--- config.mk ---
export PLATFORM = sky130hd
export DESIGN_NAME = msg_schedule_flat
export DESIGN_NICKNAME = d
export VERILOG_FILES = /design/src/rtl/msg_schedule_if.sv /design/src/rtl/msg_schedule.sv /design/src/flat_wrapper.sv
export SDC_FILE = /design/constraint.sdc
export NUM_CORES = 1
export LEC_CHECK = 0
export ABC_AREA = 1
export BUFFER_PORTS_ARGS = -buffer_cell sky130_fd_sc_hd__buf_2
export CAP_MARGIN = 20
export CORE_MARGIN = 4
export CORE_UTILIZATION = 59
export DETAILED_ROUTE_END_ITERATION = 16
export PLACE_DENSITY = 0.76
export RECOVER_POWER = 25
export SYNTH_ARGS = -nofsm -noshare
export SYNTH_HDL_FRONTEND = slang
export SYNTH_SLANG_ARGS = --single-unit
--- constraint.sdc ---
create_clock -name clk -period 5.4 [get_ports clk]
set_input_delay 0.27 -clock clk [delete_from_list [all_inputs] [get_ports clk]]
set_output_delay 0.27 -clock clk [all_outputs]
set_load 0.05 [all_outputs]
--- src/rtl/msg_schedule_if.sv ---
`default_nettype none
// ============================================================================
//  Module   : msg_schedule_if
//  Purpose  : Stream interface for the SHA-256 message-schedule expander.
//             Carries the block-start strobe, the 32-bit input word stream,
//             the 32-bit schedule word stream and the busy/done status.
//             Optional macro MSG_SCHED_IDX_EN adds the w_idx word index.
//  Revision : 1.0  initial release
// ============================================================================
interface msg_schedule_if;
    logic        start;
    logic        in_valid;
    logic [31:0] in_data;
    logic        in_ready;
    logic        w_valid;
    logic [31:0] w_data;
    logic        w_ready;
    logic        busy;
    logic        done;
`ifdef MSG_SCHED_IDX_EN
    logic [5:0]  w_idx;

    // Upstream/downstream side (drives block words, accepts schedule words)
    modport master (
        output start, in_valid, in_data, w_ready,
        input  in_ready, w_valid, w_data, busy, done, w_idx
    );

    // Expander side
    modport slave (
        input  start, in_valid, in_data, w_ready,
        output in_ready, w_valid, w_data, busy, done, w_idx
    );
`else
    // Upstream/downstream side (drives block words, accepts schedule words)
    modport master (
        output start, in_valid, in_data, w_ready,
        input  in_ready, w_valid, w_data, busy, done
    );

    // Expander side
    modport slave (
        input  start, in_valid, in_data, w_ready,
        output in_ready, w_valid, w_data, busy, done
    );
`endif
endinterface
`default_nettype wire

--- src/rtl/msg_schedule.sv ---
`default_nettype none
// ============================================================================
//  Module   : msg_schedule
//  Purpose  : SHA-256 message-schedule expander. Takes sixteen 32-bit words
//             of one block and emits W[0..63] through a single output
//             register. W[0..15] pass through; W[16..63] come from a
//             16-word sliding window using the small-sigma functions.
//             Optional macro MSG_SCHED_IDX_EN adds the registered w_idx port.
//  Revision : 1.0  initial release
// ============================================================================

// Small sigma 0: rotr7 ^ rotr18 ^ shr3
module msg_schedule_sigma0 (
    input  wire logic [31:0] x,
    output logic      [31:0] y
);
    assign y = {x[6:0], x[31:7]} ^ {x[17:0], x[31:18]} ^ {3'b000, x[31:3]};
endmodule

module msg_schedule (
    input  wire logic       clk,
    input  wire logic       rst_n,
    msg_schedule_if.slave   bus
);
    typedef enum logic [1:0] {
        S_IDLE   = 2'd0,
        S_LOAD   = 2'd1,
        S_EXPAND = 2'd2
    } state_t;

    state_t      state;
    state_t      state_nx;

    logic [6:0]  t;              // words loaded into the output register
    logic [31:0] win [16];       // win[0] oldest .. win[15] newest
    logic        w_valid_q;
    logic [31:0] w_data_q;
    logic        done_q;

    logic        out_free;
    logic        load_acc;
    logic        gen_fire;
    logic        last_take;
    logic [31:0] sig0_val;
    logic [31:0] sig1_val;
    logic [31:0] w_new;
    logic [31:0] push_word;

    // Small sigma 1: rotr17 ^ rotr19 ^ shr10
    function automatic logic [31:0] sigma1(input logic [31:0] x);
        return {x[16:0], x[31:17]} ^ {x[18:0], x[31:19]} ^ {10'd0, x[31:10]};
    endfunction

    msg_schedule_sigma0 u_sigma0 (
        .x (win[1]),
        .y (sig0_val)
    );

    assign sig1_val = sigma1(win[14]);
    assign w_new    = sig1_val + win[9] + sig0_val + win[0];

    // The output register can take a new word when empty or being drained
    assign out_free  = !w_valid_q || bus.w_ready;
    assign load_acc  = (state == S_LOAD) && bus.in_valid && out_free;
    // t reaching 64 means W[63] is already registered; stop generating
    assign gen_fire  = (state == S_EXPAND) && out_free && !t[6];
    assign last_take = (state == S_EXPAND) && t[6] && w_valid_q && bus.w_ready;
    assign push_word = load_acc ? bus.in_data : w_new;

    assign bus.in_ready = (state == S_LOAD) && out_free;
    assign bus.w_valid  = w_valid_q;
    assign bus.w_data   = w_data_q;
    assign bus.busy     = (state != S_IDLE);
    assign bus.done     = done_q;

    // State register
    always_ff @(posedge clk or negedge rst_n) begin
        if (!rst_n) begin
            state <= S_IDLE;
        end else begin
            state <= state_nx;
        end
    end

    // Next-state decode
    always_comb begin
        state_nx = state;
        case (state)
            S_IDLE: begin
                if (bus.start) begin
                    state_nx = S_LOAD;
                end
            end
            S_LOAD: begin
                if (load_acc && (t == 7'd15)) begin
                    state_nx = S_EXPAND;
                end
            end
            S_EXPAND: begin
                if (last_take) begin
                    state_nx = S_IDLE;
                end
            end
            default: state_nx = S_IDLE;
        endcase
    end

    // Output register, sliding window and word counter
    always_ff @(posedge clk or negedge rst_n) begin
        if (!rst_n) begin
            t         <= 7'd0;
            w_valid_q <= 1'b0;
            w_data_q  <= 32'd0;
            done_q    <= 1'b0;
            for (int i = 0; i < 16; i++) begin
                win[i] <= 32'd0;
            end
        end else begin
            done_q <= last_take;
            if ((state == S_IDLE) && bus.start) begin
                t <= 7'd0;
            end
            if (load_acc || gen_fire) begin
                w_data_q  <= push_word;
                w_valid_q <= 1'b1;
                t         <= t + 7'd1;
                for (int i = 0; i < 15; i++) begin
                    win[i] <= win[i + 1];
                end
                win[15] <= push_word;
            end else if (bus.w_ready) begin
                w_valid_q <= 1'b0;
            end
        end
    end

`ifdef MSG_SCHED_IDX_EN
    logic [5:0] idx_q;

    // Index of the word currently held in the output register
    always_ff @(posedge clk or negedge rst_n) begin
        if (!rst_n) begin
            idx_q <= 6'd0;
        end else if (load_acc || gen_fire) begin
            idx_q <= t[5:0];
        end
    end

    assign bus.w_idx = idx_q;
`endif

endmodule
`default_nettype wire

--- src/flat_wrapper.sv ---
// flat-port wrapper written by rule: the top's interface ports become plain ports
module msg_schedule_flat 
  (clk, rst_n, bus_start, bus_in_valid, bus_in_data, bus_w_ready, bus_in_ready, bus_w_valid, bus_w_data, bus_busy, bus_done);
  msg_schedule_if bus_i ();
  input  wire logic clk;
  input  wire logic rst_n;
  input wire logic [$bits(bus_i.start)-1:0] bus_start;
  input wire logic [$bits(bus_i.in_valid)-1:0] bus_in_valid;
  input wire logic [$bits(bus_i.in_data)-1:0] bus_in_data;
  input wire logic [$bits(bus_i.w_ready)-1:0] bus_w_ready;
  output wire logic [$bits(bus_i.in_ready)-1:0] bus_in_ready;
  output wire logic [$bits(bus_i.w_valid)-1:0] bus_w_valid;
  output wire logic [$bits(bus_i.w_data)-1:0] bus_w_data;
  output wire logic [$bits(bus_i.busy)-1:0] bus_busy;
  output wire logic [$bits(bus_i.done)-1:0] bus_done;
  assign bus_i.start = bus_start;
  assign bus_i.in_valid = bus_in_valid;
  assign bus_i.in_data = bus_in_data;
  assign bus_i.w_ready = bus_w_ready;
  assign bus_in_ready = bus_i.in_ready;
  assign bus_w_valid = bus_i.w_valid;
  assign bus_w_data = bus_i.w_data;
  assign bus_busy = bus_i.busy;
  assign bus_done = bus_i.done;
  msg_schedule u_core (.clk(clk), .rst_n(rst_n), .bus(bus_i));
endmodule
==> results of run 1 <==
[registers in the layout (all words and copies together), names as in the netlist]
signal              count
u_core.state            2
u_core.win            512
u_core.bus.w_valid      1
u_core.bus.done         1
u_core.t                7
[through the flow]
stage                     instance area, µm²  worst slack [ps]  hold WS (ps)  utilization
after global routing                   27900               444           123        0.660
after global placement                 25800              1050           315        0.609
after floorplan                        25500              1970         -25.6            -
after detailed placement               25800              1100           319        0.609
final                                  27900              1040          81.2        0.660
after CTS                              27900              1070          32.2        0.658
[worst max-delay path: cells and delay by family (launching register included)]
family,cells,cell delay [ps]
xor+xnor,2,490
fa+ha+maj,4,1640
simple gates,9,1190
buf+inv,5,420
flops,1,520
[synth_stat cells]
| library cell | instances | area, µm² |
|---|---|---|
| sky130_fd_sc_hd__a31oi_1 | 6 | 37.5 |
| sky130_fd_sc_hd__nand3b_1 | 1 | 7.51 |
| sky130_fd_sc_hd__nor3_1 | 7 | 35.0 |
| sky130_fd_sc_hd__xor2_1 | 76 | 666 |
| sky130_fd_sc_hd__xnor2_1 | 58 | 508 |
| sky130_fd_sc_hd__o21ai_1 | 2 | 10.0 |
| sky130_fd_sc_hd__or2_2 | 7 | 43.8 |
| sky130_fd_sc_hd__o22ai_1 | 3 | 18.8 |
| sky130_fd_sc_hd__nand4_1 | 3 | 18.8 |
| sky130_fd_sc_hd__nand2_1 | 1525 | 5720 |
| sky130_fd_sc_hd__nor2_1 | 57 | 214 |
| sky130_fd_sc_hd__nand3_1 | 56 | 280 |
| sky130_fd_sc_hd__inv_2 | 2 | 7.51 |
| sky130_fd_sc_hd__a21oi_1 | 24 | 120 |
| sky130_fd_sc_hd__and2_1 | 3 | 18.8 |
| sky130_fd_sc_hd__o21ai_0 | 146 | 731 |
| sky130_fd_sc_hd__buf_4 | 65 | 488 |
| sky130_fd_sc_hd__inv_1 | 353 | 1330 |
| sky130_fd_sc_hd__buf_2 | 41 | 205 |
| sky130_fd_sc_hd__dfrtp_1 | 523 | 13100 |
| sky130_fd_sc_hd__clkbuf_1 | 78 | 293 |
| sky130_fd_sc_hd__nor2_2 | 1 | 6.26 |
| sky130_fd_sc_hd__o21bai_1 | 3 | 22.5 |
| sky130_fd_sc_hd__ha_1 | 32 | 400 |
| sky130_fd_sc_hd__fa_1 | 62 | 1240 |
| sky130_fd_sc_hd__a21oi_2 | 1 | 8.76 |
[metal layers]
| metal | part of all wire | GRT usage | vias up |
|---|---|---|---|
| met1 | 0.44 | 0.417 | 9450 |
| met2 | 0.45 | 0.439 | 613 |
| met4 | 0.037 | 0.0979 | 0 |
| met5 | 0 | 0 | - |
| li1 | - | - | 9271 |
| met3 | 0.071 | 0.0492 | 115 |
[kinds of logic after synthesis]
group | after synthesis | synth area share
AO/OA/AOI/OAI | 185 | 0.0372
XOR/XNOR | 134 | 0.0460
adder cells (fa/ha/maj) | 94 | 0.0643
buffers and inverters | 539 | 0.0909
flip-flops | 523 | 0.513
AND/OR/NAND/NOR | 1660 | 0.249
[final cells by class]
cell class                      instances  area [µm²]  share of cell area
Clock inverter                         20         272             0.00973
Inverter                              355        1340              0.0480
Tap cell                              577         722              0.0259
Multi-Input combinational cell       2073       10100               0.362
Sequential cell                       523       13100               0.469
Timing Repair Buffer                  120         906              0.0324
Clock buffer                           73        1470              0.0527
[how the worst max path moves through the flow]
stage / end / slack (ps) / depth (start not counted)
floorplan: u_core.win[17]$_DFFE_PN0P_ / 1970 / 22
global placement: u_core.win[25]$_DFFE_PN0P_ / 1050 / 20
detailed placement: u_core.win[25]$_DFFE_PN0P_ / 1100 / 20
CTS: u_core.win[25]$_DFFE_PN0P_ / 1070 / 20
global route: u_core.win[63]$_DFFE_PN0P_ / 440 / 3
finish: u_core.win[25]$_DFFE_PN0P_ / 1040 / 20
==> flow_summary_export.csv, run 1 <==
group,metric,value,unit
outcome,outcome,"finished, violations left",
outcome,violations,"capacitance limit, slew limit",
sta,worstMarginPinSlew,3970,ps
drt,antenna_left,0,
final_layout,mostFrequentLayoutCells,"1,525 x sky130_fd_sc_hd__nand2_1, 523 x sky130_fd_sc_hd__dfrtp_1, 353 x sky130_fd_sc_hd__inv_1, 146 x sky130_fd_sc_hd__o21ai_0, 76 x sky130_fd_sc_hd__xor2_1",
clock_network,cts.sinks,523,
place,portBuffers,72,
critical_path,worst_path_max_delay_cell,"sky130_fd_sc_hd__dfrtp_1",
clock_network,cts.htree.levels,2,
drt,detailedRoute.firstIterationViolations,2126,
die,floorplan.core_area,0.0423,mm²
grt,globalRoute.totalOverflow,0,
critical_path,r2r_setup_slack,1040,ps
grt,global_route_wire_length_before_repair,105000,µm
sta,rsz0062_at_grt,"false",
sta,maxClockFrequency,229,MHz
drt,totalWireLength,65300,µm
die,floorplan.initialDensity,0.603,
yosys,postSynthCellCount,3135,
clock_network,cts_repair_resize_count,0,
drt,wire_per_inst,17.5,µm
place,dp_hpwl,45800,µm
critical_path,timing.setup.critical_path_class,"flop to flop",
sta,period_minus_slack,4360,ps
die,floorplan.io_pins,73,
drt,num_vias,19400,
grt,grt_antenna_before_repair,0,
clock_network,worstSkewPairLatency,620,ps
sta,setup-violations-final,0,
critical_path,max_stage_delay,520,ps
die,die_width,216,µm
flow_run,max_cap_violations,1,
critical_path,worstSetupStartpointType,"flop",
yosys,netlist-cell-type-count,26,
clock_network,clkSlewWorstSetupHoldPaths,70,ps
final_layout,fraction_of_layout_instances_using_a_drive_strength_above_1,0.0553,
clock_network,cts.repair_timing.setup_buffer_count,0,
sta,slew_viol_final,83,
die,die_area,0.0466,mm²
yosys,synthesis.area_per_instance,8.14,µm²
critical_path,critPathArrivalTime,4870,ps
yosys,postSynthRegisterBits,523,
final_layout,insertedDiodeCount,0,
grt,maximum_number_of_pins_on_one_net_before_global_route_repair,241,
worst_hold_path,timing.hold.worst_path_depth,5,
grt,gr-usage-all-layers,0.285,
yosys,syn-num-nets,3266,
die,floorplan.die.height,216,µm
yosys,yosysSeqAreaShare,0.513,
sta,final.period_utilization,0.808,
critical_path,critical_path.startpoint,"u_core.win[456]$_DFFE_PN0P_",
final_layout,filler_cell_count,3576,
clock_network,tritoncts_buffers,52,
critical_path,end_of_the_worst_register_to_register_path,"u_core.win[25]$_DFFE_PN0P_",
critical_path,timing.critical_path.cells,"xnor2_1, xor2_1, inv_1, fa_1, inv_1, fa_1, inv_1, ha_1, inv_1, fa_1, inv_1, nand3_1, nand3_1, nand2_1, nand2_1, nand2_1, nand4_1, nand3_1, nand2_1, nand2_1",
clock_network,clock_tree_from_tritoncts,"done",
sta,slew_headroom,-1.64,
critical_path,critPathRequiredTime,5900,ps
yosys,yosysWarnings,0,
place,numPlacedInstances,3611,
final_layout,final_net_count,3256,
drt,drt_first_pass_iters,5,
worst_hold_path,min_from,"bus_in_data[27]",
final_layout,area_growth_syn_to_layout,9.40,%
sta,totalNegativeSetupSlack,0,ps
die,num_rows,75,
critical_path,crit-reg2reg-launch,"u_core.win[456]$_DFFE_PN0P_",
place,gp_routability_congestion,0.943,
critical_path,crit_fanout,5,
worst_hold_path,hold_path.class,"input port to flop",
worst_hold_path,hold_end,"u_core.win[27]$_DFFE_PN0P_",
final_layout,final_cells,3741,
critical_path,reg2regPathDepth,20,
sta,hold_viol_final,0,
clock_network,cts-hold-fix-buffers,34,
grt,grt_pass1_vias,19000,
critical_path,cp_endpoint_kind,"flop",
yosys,synth.cell_area,0.0255,mm²
clock_network,cts.path.max_buffers,3,
clock_network,cts_root_buffer,"sky130_fd_sc_hd__clkbuf_16",
sta,finClkSkew,38.7,ps
final_layout,mostFrequentLayoutCell,"sky130_fd_sc_hd__nand2_1",
drt,post_drt_via_cell_ratio,5.20,
drt,drc,0,
Power of run 1 is not shown: default switching activity piles up to over one toggle a cycle in this logic, so the estimate is an artifact.
==> inputs of run 2 (changes only) <==
--- a/config.mk
+++ b/config.mk
@@ -5,7 +5,7 @@
 export SDC_FILE = /design/constraint.sdc
 export NUM_CORES = 1
 export LEC_CHECK = 0
-export ABC_AREA = 1
+export ABC_AREA = 0
 export BUFFER_PORTS_ARGS = -buffer_cell sky130_fd_sc_hd__buf_2
 export CAP_MARGIN = 20
 export CORE_MARGIN = 4
==> constraint.sdc (replaced) <==
create_clock -name clk -period 4.2 [get_ports clk]
set_input_delay 0.21 -clock clk [delete_from_list [all_inputs] [get_ports clk]]
set_output_delay 0.21 -clock clk [all_outputs]
set_load 0.05 [all_outputs]
==> run 2 against run 1 <==
Net effect:
- the flow finishes with violations (capacitance limit, slew limit, setup timing)
- area after synthesis is 4.1% lower
- sequential cell count stayed put
- via count is 4.9% lower
- sequential share of layout area is 1.2 points lower
- count of clock-buffer cells in the layout stayed put
- die area is 3.9% lower
- critical path type unchanged
- critical path depth is 4 lower
- cell count is 6.4% lower
- setup slack worse by 1100 ps
- synthesized cell count is 10% lower
- first-iteration DRC count is 14% lower
- non-clock buffer count is 143 higher
==> flow_summary_export.csv, run 2 <==
group,metric,value,unit
outcome,outcome,"finished, violations left",
outcome,violations,"capacitance limit, slew limit, setup timing",
sta,final.period_utilization,1.02,
critical_path,reg2regPathDepth,16,
drt,totalWireLength,61400,µm
sta,hold_viol_final,0,
clock_network,cts.sinks,523,
yosys,synth_top_cell_area_share,0.535,
worst_hold_path,hold_path.class,"input port to flop",
critical_path,worstSetupStartpointType,"flop",
grt,gr-usage-all-layers,0.281,
final_layout,register_bank_with_the_most_flops,"u_core.win",
yosys,synth-edff-count,0,
drt,post_drt_via_cell_ratio,5.28,
sta,period_minus_slack,4300,ps
flow_run,max_cap_violations,1,
drt,num_vias,18500,
final_layout,final_net_count,3061,
yosys,yosys-top-cells-area,"sky130_fd_sc_hd__dfrtp_1 53%, sky130_fd_sc_hd__nand2_1 22%, sky130_fd_sc_hd__fa_1 5.1%, sky130_fd_sc_hd__xnor2_1 4.3%, sky130_fd_sc_hd__clkbuf_1 2.5%",
grt,grt_pass1_vias,18300,
clock_network,cts.path.max_buffers,3,
sta,hold_ws,378,ps
die,floorplan.die.height,212,µm
final_layout,insertedDiodeCount,0,
critical_path,r2r_setup_slack,-100,ps
final_layout,mostFrequentLayoutCells,"1,429 x sky130_fd_sc_hd__nand2_1, 507 x sky130_fd_sc_hd__dfrtp_1, 137 x sky130_fd_sc_hd__buf_4, 133 x sky130_fd_sc_hd__inv_1, 84 x sky130_fd_sc_hd__xnor2_1",
yosys,postSynth.asyncResetShare,1.00,
critical_path,end_of_the_worst_register_to_register_path,"u_core.win[28]$_DFFE_PN0P_",
final_layout,mostFrequentLayoutCell,"sky130_fd_sc_hd__nand2_1",
drt,drt_first_pass_iters,6,
yosys,synthesis.area_per_instance,8.69,µm²
yosys,synth.cell_area,0.0245,mm²
sta,rsz0062_at_grt,"true",
clock_network,clock_tree_from_tritoncts,"done",
sta,setup-violations-final,6,
grt,global_route_wire_length_before_repair,98800,µm
die,die_width,212,µm
yosys,yosysMostFrequentCell,"sky130_fd_sc_hd__nand2_1",
yosys,yosysWarnings,0,
sta,worstMarginPinSlew,3290,ps
yosys,syn-num-nets,2949,
sta,post-route-worst-setup-slack,-99.6,ps
sta,finClkSkew,22.8,ps
critical_path,cp_endpoint_kind,"flop",
grt,maximum_number_of_pins_on_one_net_before_global_route_repair,163,
drt,wire_per_inst,17.5,µm
clock_network,cts_root_buffer,"sky130_fd_sc_hd__clkbuf_16",
final_layout,area_growth_syn_to_layout,17.3,%
sta,slew_viol_final,119,
worst_hold_path,min_from,"bus_in_data[25]",
grt,grt_antenna_before_repair,1,
critical_path,critPathRequiredTime,4720,ps
sta,maxClockFrequency,233,MHz
clock_network,clkSlewWorstSetupHoldPaths,60,ps
critical_path,crit-reg2reg-launch,"u_core.win[60]$_DFFE_PN0P_",
die,floorplan.core_area,0.0409,mm²
yosys,postSynthCellCount,2818,
die,floorplan.io_pins,73,
die,die_area,0.0448,mm²
grt,globalRoute.totalOverflow,0,
yosys,netlist-cell-type-count,61,
final_layout,regs_by_ff_count,"u_core.win: 512 flops, u_core.t: 7 flops, u_core.state: 2 flops",
place,portBuffers,72,
drt,drc,0,
die,num_rows,74,
yosys,yosysSeqAreaShare,0.535,
clock_network,cts.htree.levels,2,
critical_path,critPathArrivalTime,4820,ps
sta,slew_headroom,-1.20,
yosys,synthFlopType,"sky130_fd_sc_hd__dfrtp_1",
die,floorplan.initialDensity,0.598,
yosys,yosys.area.top_type,"sky130_fd_sc_hd__dfrtp_1",
yosys,synth_top_cells_by_count,"1,434 x sky130_fd_sc_hd__nand2_1, 523 x sky130_fd_sc_hd__dfrtp_1, 161 x sky130_fd_sc_hd__clkbuf_1, 139 x sky130_fd_sc_hd__inv_1, 119 x sky130_fd_sc_hd__xnor2_1",
critical_path,timing.setup.critical_path_class,"flop to flop",
drt,detailedRoute.firstIterationViolations,1827,
worst_hold_path,timing.hold.worst_path_depth,3,
place,gp_routability_congestion,0.930,
drt,antenna_left,0,
final_layout,largest_register_ffs,512,
worst_hold_path,hold_end,"u_core.win[25]$_DFFE_PN0P_",
final_layout,fraction_of_layout_instances_using_a_drive_strength_above_1,0.144,
critical_path,crit_fanout,4,
clock_network,worstSkewPairLatency,610,ps
clock_network,tritoncts_buffers,53,
yosys,postSynthRegisterBits,523,
place,dp_hpwl,42200,µm
-- run 2: cell count changes after synthesis, sizes merged, moves of 59 or more --
cell and change:
inv -216, nand2 -90, xor2 -59, xnor2 +61, o21ai -79, buf -65, clkbuf +87
-- run 2: worst max path at each step --
stage                                           from                    endpoint  slack, ps
after floorplan           u_core.win[52]$_DFFE_PN0P_  u_core.win[27]$_DFFE_PN0P_         70
after global placement    u_core.win[60]$_DFFE_PN0P_  u_core.win[25]$_DFFE_PN0P_       -120
after detailed placement  u_core.win[60]$_DFFE_PN0P_  u_core.win[25]$_DFFE_PN0P_       -190
after CTS                 u_core.win[52]$_DFFE_PN0P_  u_core.win[28]$_DFFE_PN0P_       -160
after global routing      u_core.win[53]$_DFFE_PN0P_  u_core.win[31]$_DFFE_PN0P_       -260
final                     u_core.win[60]$_DFFE_PN0P_  u_core.win[28]$_DFFE_PN0P_       -100
-- run 2: area by class of cell --
class,instances,area (µm²)
sequential,523,13100
tap,532,666
fill,3176,12200
inverter,139,522
timing repair buffer,263,2040
clock buffer,73,1490
clock inverter,22,330
multi-input combinational,1950,10600
-- run 2: cell families after synthesis --
logic type | after synthesis | share of synthesized area
simple gates | 1533 | 0.241
fa+ha+maj | 94 | 0.0671
buf+inv | 345 | 0.0601
flops | 523 | 0.535
compound gates | 183 | 0.0468
xor+xnor | 136 | 0.0487
mux | 4 | 0.00164
-- run 2: what timing repair did --
item | in CTS | in global routing
endpoints found under the hold margin | 149 | 0
pin swaps | 25 | 50
cloned | 0 | 0
setup endpoints to repair | 15 | 17
setup buffers | 7 | 4
hold buffers | 35 | 0
gates resized for setup | 34 | 85
-- run 2: critical path: stages, from the launching register on --
cell and delay [ps]:
sky130_fd_sc_hd__dfrtp_2 460, sky130_fd_sc_hd__xnor2_2 260, sky130_fd_sc_hd__xnor2_2 120, sky130_fd_sc_hd__fa_1 540
sky130_fd_sc_hd__inv_1 50, sky130_fd_sc_hd__fa_1 540, sky130_fd_sc_hd__inv_2 60, sky130_fd_sc_hd__ha_4 270
sky130_fd_sc_hd__buf_4 120, sky130_fd_sc_hd__and3_2 170, sky130_fd_sc_hd__nand4_1 140, sky130_fd_sc_hd__a311o_1 390
sky130_fd_sc_hd__a311o_1 350, sky130_fd_sc_hd__o211ai_2 190, sky130_fd_sc_hd__nor2_1 70, sky130_fd_sc_hd__or3_1 320
sky130_fd_sc_hd__a31oi_1 180
-- run 2: per-stage QoR --
step                      worst slack, ps  cell area [µm²]  utilization  cells  TNS, ps
after floorplan                      69.5            24500            -   2818        0
after global placement               -122            25800        0.631   3362     -770
after detailed placement             -186            25800        0.631   3362    -1610
after CTS                            -155            28200        0.689   3499     -856
after global routing                 -256            28700        0.702   3502    -8730
final                               -99.6            28700        0.702   3502     -451
-- run 2: per-layer routing --
metal | wire length, µm | global-route usage
met2 | 28400 | 0.433
met3 | 3820 | 0.0560
met4 | 2260 | 0.0911
met1 | 27000 | 0.409
met5 | 13 | 0
Power of run 2 is left out for the same reason.
==> inputs of run 3 (changes only) <==
--- a/config.mk
+++ b/config.mk
@@ -9,9 +9,9 @@
 export BUFFER_PORTS_ARGS = -buffer_cell sky130_fd_sc_hd__buf_2
 export CAP_MARGIN = 20
 export CORE_MARGIN = 4
-export CORE_UTILIZATION = 59
+export CORE_UTILIZATION = 45
 export DETAILED_ROUTE_END_ITERATION = 16
-export PLACE_DENSITY = 0.76
+export PLACE_DENSITY = 0.61
 export RECOVER_POWER = 25
 export SYNTH_ARGS = -nofsm -noshare
 export SYNTH_HDL_FRONTEND = slang
==> run 3 against run 2 <==
Net effect:
- the flow still finishes with violations (capacitance limit, slew limit, setup timing)
- cell count is 5.1% higher
- non-clock buffer count is 9 higher
- sequential share of layout area is 0.65 points lower
- register-to-register slack hardly changed
- critical path type unchanged
- global-route usage is 5.6 points lower
- worst hold slack worse by 58 ps
- routed wire length is 4.3% higher
- largest cell class unchanged
- count of clock-buffer cells in the layout is 6 higher
- first-iteration DRC count is 31% lower
- setup slack better by 6.5 ps
- via count is 1.8% lower
==> flow_summary_export.csv, run 3 (synthesized netlist as in run 2, its figures left out) <==
group,metric,value,unit
sta,hold_viol_final,0,
drt,totalWireLength,64100,µm
critical_path,timing.setup.critical_path_class,"flop to flop",
clock_network,cts_root_buffer,"sky130_fd_sc_hd__clkbuf_16",
die,die_area,0.0582,mm²
clock_network,clkSlewWorstSetupHoldPaths,70,ps
final_layout,filler_cell_count,5013,
die,floorplan.initialDensity,0.455,
clock_network,cts.sinks,523,
sta,post-route-worst-setup-slack,-93.1,ps
die,floorplan.io_pins,73,
grt,gr-usage-met2,0.357,
final_layout,area_growth_syn_to_layout,18.9,%
sta,slew_headroom,-0.856,
place,gp_routability_congestion,0.925,
final_layout,mostFrequentLayoutCell,"sky130_fd_sc_hd__nand2_1",
final_layout,register_bank_with_the_most_flops,"u_core.win",
clock_network,clock_tree_from_tritoncts,"done",
grt,maximum_number_of_pins_on_one_net_before_global_route_repair,166,
final_layout,final_net_count,3072,
worst_hold_path,hold_path.class,"input port to flop",
final_layout,mostFrequentLayoutCells,"1,429 x sky130_fd_sc_hd__nand2_1, 509 x sky130_fd_sc_hd__dfrtp_1, 141 x sky130_fd_sc_hd__buf_4, 128 x sky130_fd_sc_hd__inv_1, 85 x sky130_fd_sc_hd__xnor2_1",
die,floorplan.die.height,241,µm
sta,final.period_utilization,1.02,
final_layout,largest_register_ffs,512,
die,num_rows,85,
final_layout,insertedDiodeCount,0,
sta,finClkSkew,34.7,ps
die,die_width,241,µm
sta,setup-violations-final,3,
sta,totalNegativeSetupSlack,-243,ps
clock_network,tritoncts_buffers,55,
drt,wire_per_inst,17.4,µm
grt,groute.layer.met1.usage,0.323,
critical_path,crit_fanout,3,
drt,drc,0,
clock_network,cts.path.max_buffers,3,
critical_path,timing.critical_path.cells,"buf_12, xnor2_2, xnor2_1, fa_1, inv_1, fa_1, inv_1, ha_4, a21oi_2, o211ai_1, a221oi_4, a31oi_4, a2bb2oi_4, buf_6, a211o_1, a31oi_2, xnor2_1, o21ai_1",
drt,drt_first_pass_iters,5,
sta,slew_viol_final,108,
sta,worstMarginPinSlew,2780,ps
drt,num_vias,18200,
critical_path,critPathArrivalTime,4780,ps
drt,post_drt_via_cell_ratio,4.93,
grt,grt.busiest_layer,"met2",
clock_network,worstSkewPairLatency,620,ps
drt,antenna_left,0,
final_layout,regs_by_ff_count,"u_core.win: 512 flops, u_core.t: 7 flops, u_core.state: 2 flops",
clock_network,cts.htree.levels,2,
sta,rsz0062_at_grt,"true",
critical_path,cp_endpoint_kind,"flop",
critical_path,cpLargestDelayFamily,"compound AO/OA/AOI/OAI gates",
critical_path,critical_path.n_buffers_inverters,4,
outcome,outcome,"finished, violations left",
flow_run,max_cap_violations,1,
grt,global_route_wire_length_before_repair,102000,µm
drt,detailedRoute.firstIterationViolations,1257,
place,dp_hpwl,44500,µm
sta,maxClockFrequency,233,MHz
grt,grt_antenna_before_repair,1,
grt,grt_pass1_vias,18200,
critical_path,worst_path_max_delay_cell,"sky130_fd_sc_hd__fa_1",
grt,groute.layer.met3.usage,0.0384,
grt,globalRoute.totalOverflow,0,
critical_path,worstSetupStartpointType,"flop",
die,floorplan.core_area,0.0538,mm²
sta,period_minus_slack,4290,ps
final_layout,fraction_of_layout_instances_using_a_drive_strength_above_1,0.150,
critical_path,max_stage_delay,540,ps
critical_path,critPathRequiredTime,4690,ps
outcome,violations,"capacitance limit, slew limit, setup timing",
grt,gr-usage-all-layers,0.225,
place,portBuffers,72,
## run 3: cell types whose count changed in the layout (fill, tap and decap cells not counted), sizes merged
cell,delta
buf,+8
bufinv,-1
clkbuf,+7
clkinv,-1
clkinvlp,-1
inv,+3
## run 3: final cells by class
type                       instances  area [µm²]  area share
sequential                       523       13100       0.450
multi-input combinational       1950       10600       0.363
timing repair buffer             272        2140      0.0734
clock buffer                      79        1600      0.0548
tap                              696         871      0.0299
inverter                         139         522      0.0179
clock inverter                    22         314      0.0108
## run 3: worst reg2reg max path, delay by kind of cell (launching register included)
family,cells,cell delay [ps]
buffers and inverters,4,410
XOR/XNOR,3,460
AO/OA/AOI/OAI,8,1550
adder cells (fa/ha/maj),3,1320
flip-flops,1,440
## run 3: worst paths after layout
| path | end | slack [ps] | startpoint | depth (start not counted) |
|---|---|---|---|---|
| worst max-delay path | u_core.win[31]$_DFFE_PN0P_ | -90 | u_core.win[469]$_DFFE_PN0P_ | 18 |
| worst min register to register | u_core.win[292]$_DFFE_PN0P_ | 460 | u_core.win[260]$_DFFE_PN0P_ | 2 |
| min in group asynchronous | u_core.win[353]$_DFFE_PN0P_ | 1000 | rst_n | 2 |
| max in group asynchronous | u_core.win[239]$_DFFE_PN0P_ | 610 | rst_n | 3 |
| worst max register to register | u_core.win[31]$_DFFE_PN0P_ | -90 | u_core.win[469]$_DFFE_PN0P_ | 18 |
| worst min-delay path | u_core.win[5]$_DFFE_PN0P_ | 320 | bus_in_valid | 4 |
## run 3: what timing repair did
item                       4_1_cts  5_1_grt
gates resized for setup         73       53
setup endpoints to repair       15       19
setup buffers                    6        3
pin swaps                       50       31
hold buffers                    35        0
hold endpoints to repair       136        0
## run 3: layer usage
| layer | share of wire | vias to the layer above |
|---|---|---|
| met5 | 0.00011 | - |
| met4 | 0.027 | 2 |
| met3 | 0.044 | 97 |
| met2 | 0.47 | 310 |
| met1 | 0.46 | 8935 |
| li1 | - | 8818 |
## run 3: stage by stage
| stage | worst slack, ps | hold slack, ps | cell area [µm²] | utilization | instances |
|---|---|---|---|---|---|
| 4_1_cts | -78.0 | 290 | 28900 | 0.537 | 3679 |
| 3_5_place_dp | -179 | 344 | 26200 | 0.486 | 3538 |
| 6_report | -93.1 | 319 | 29100 | 0.541 | 3681 |
| 5_1_grt | -202 | 354 | 29100 | 0.541 | 3681 |
| 2_1_floorplan | 69.5 | -85.6 | 24500 | - | 2818 |
| 3_3_place_gp | -176 | 338 | 26200 | 0.486 | 3538 |
Power of run 3 is left out for the same reason.
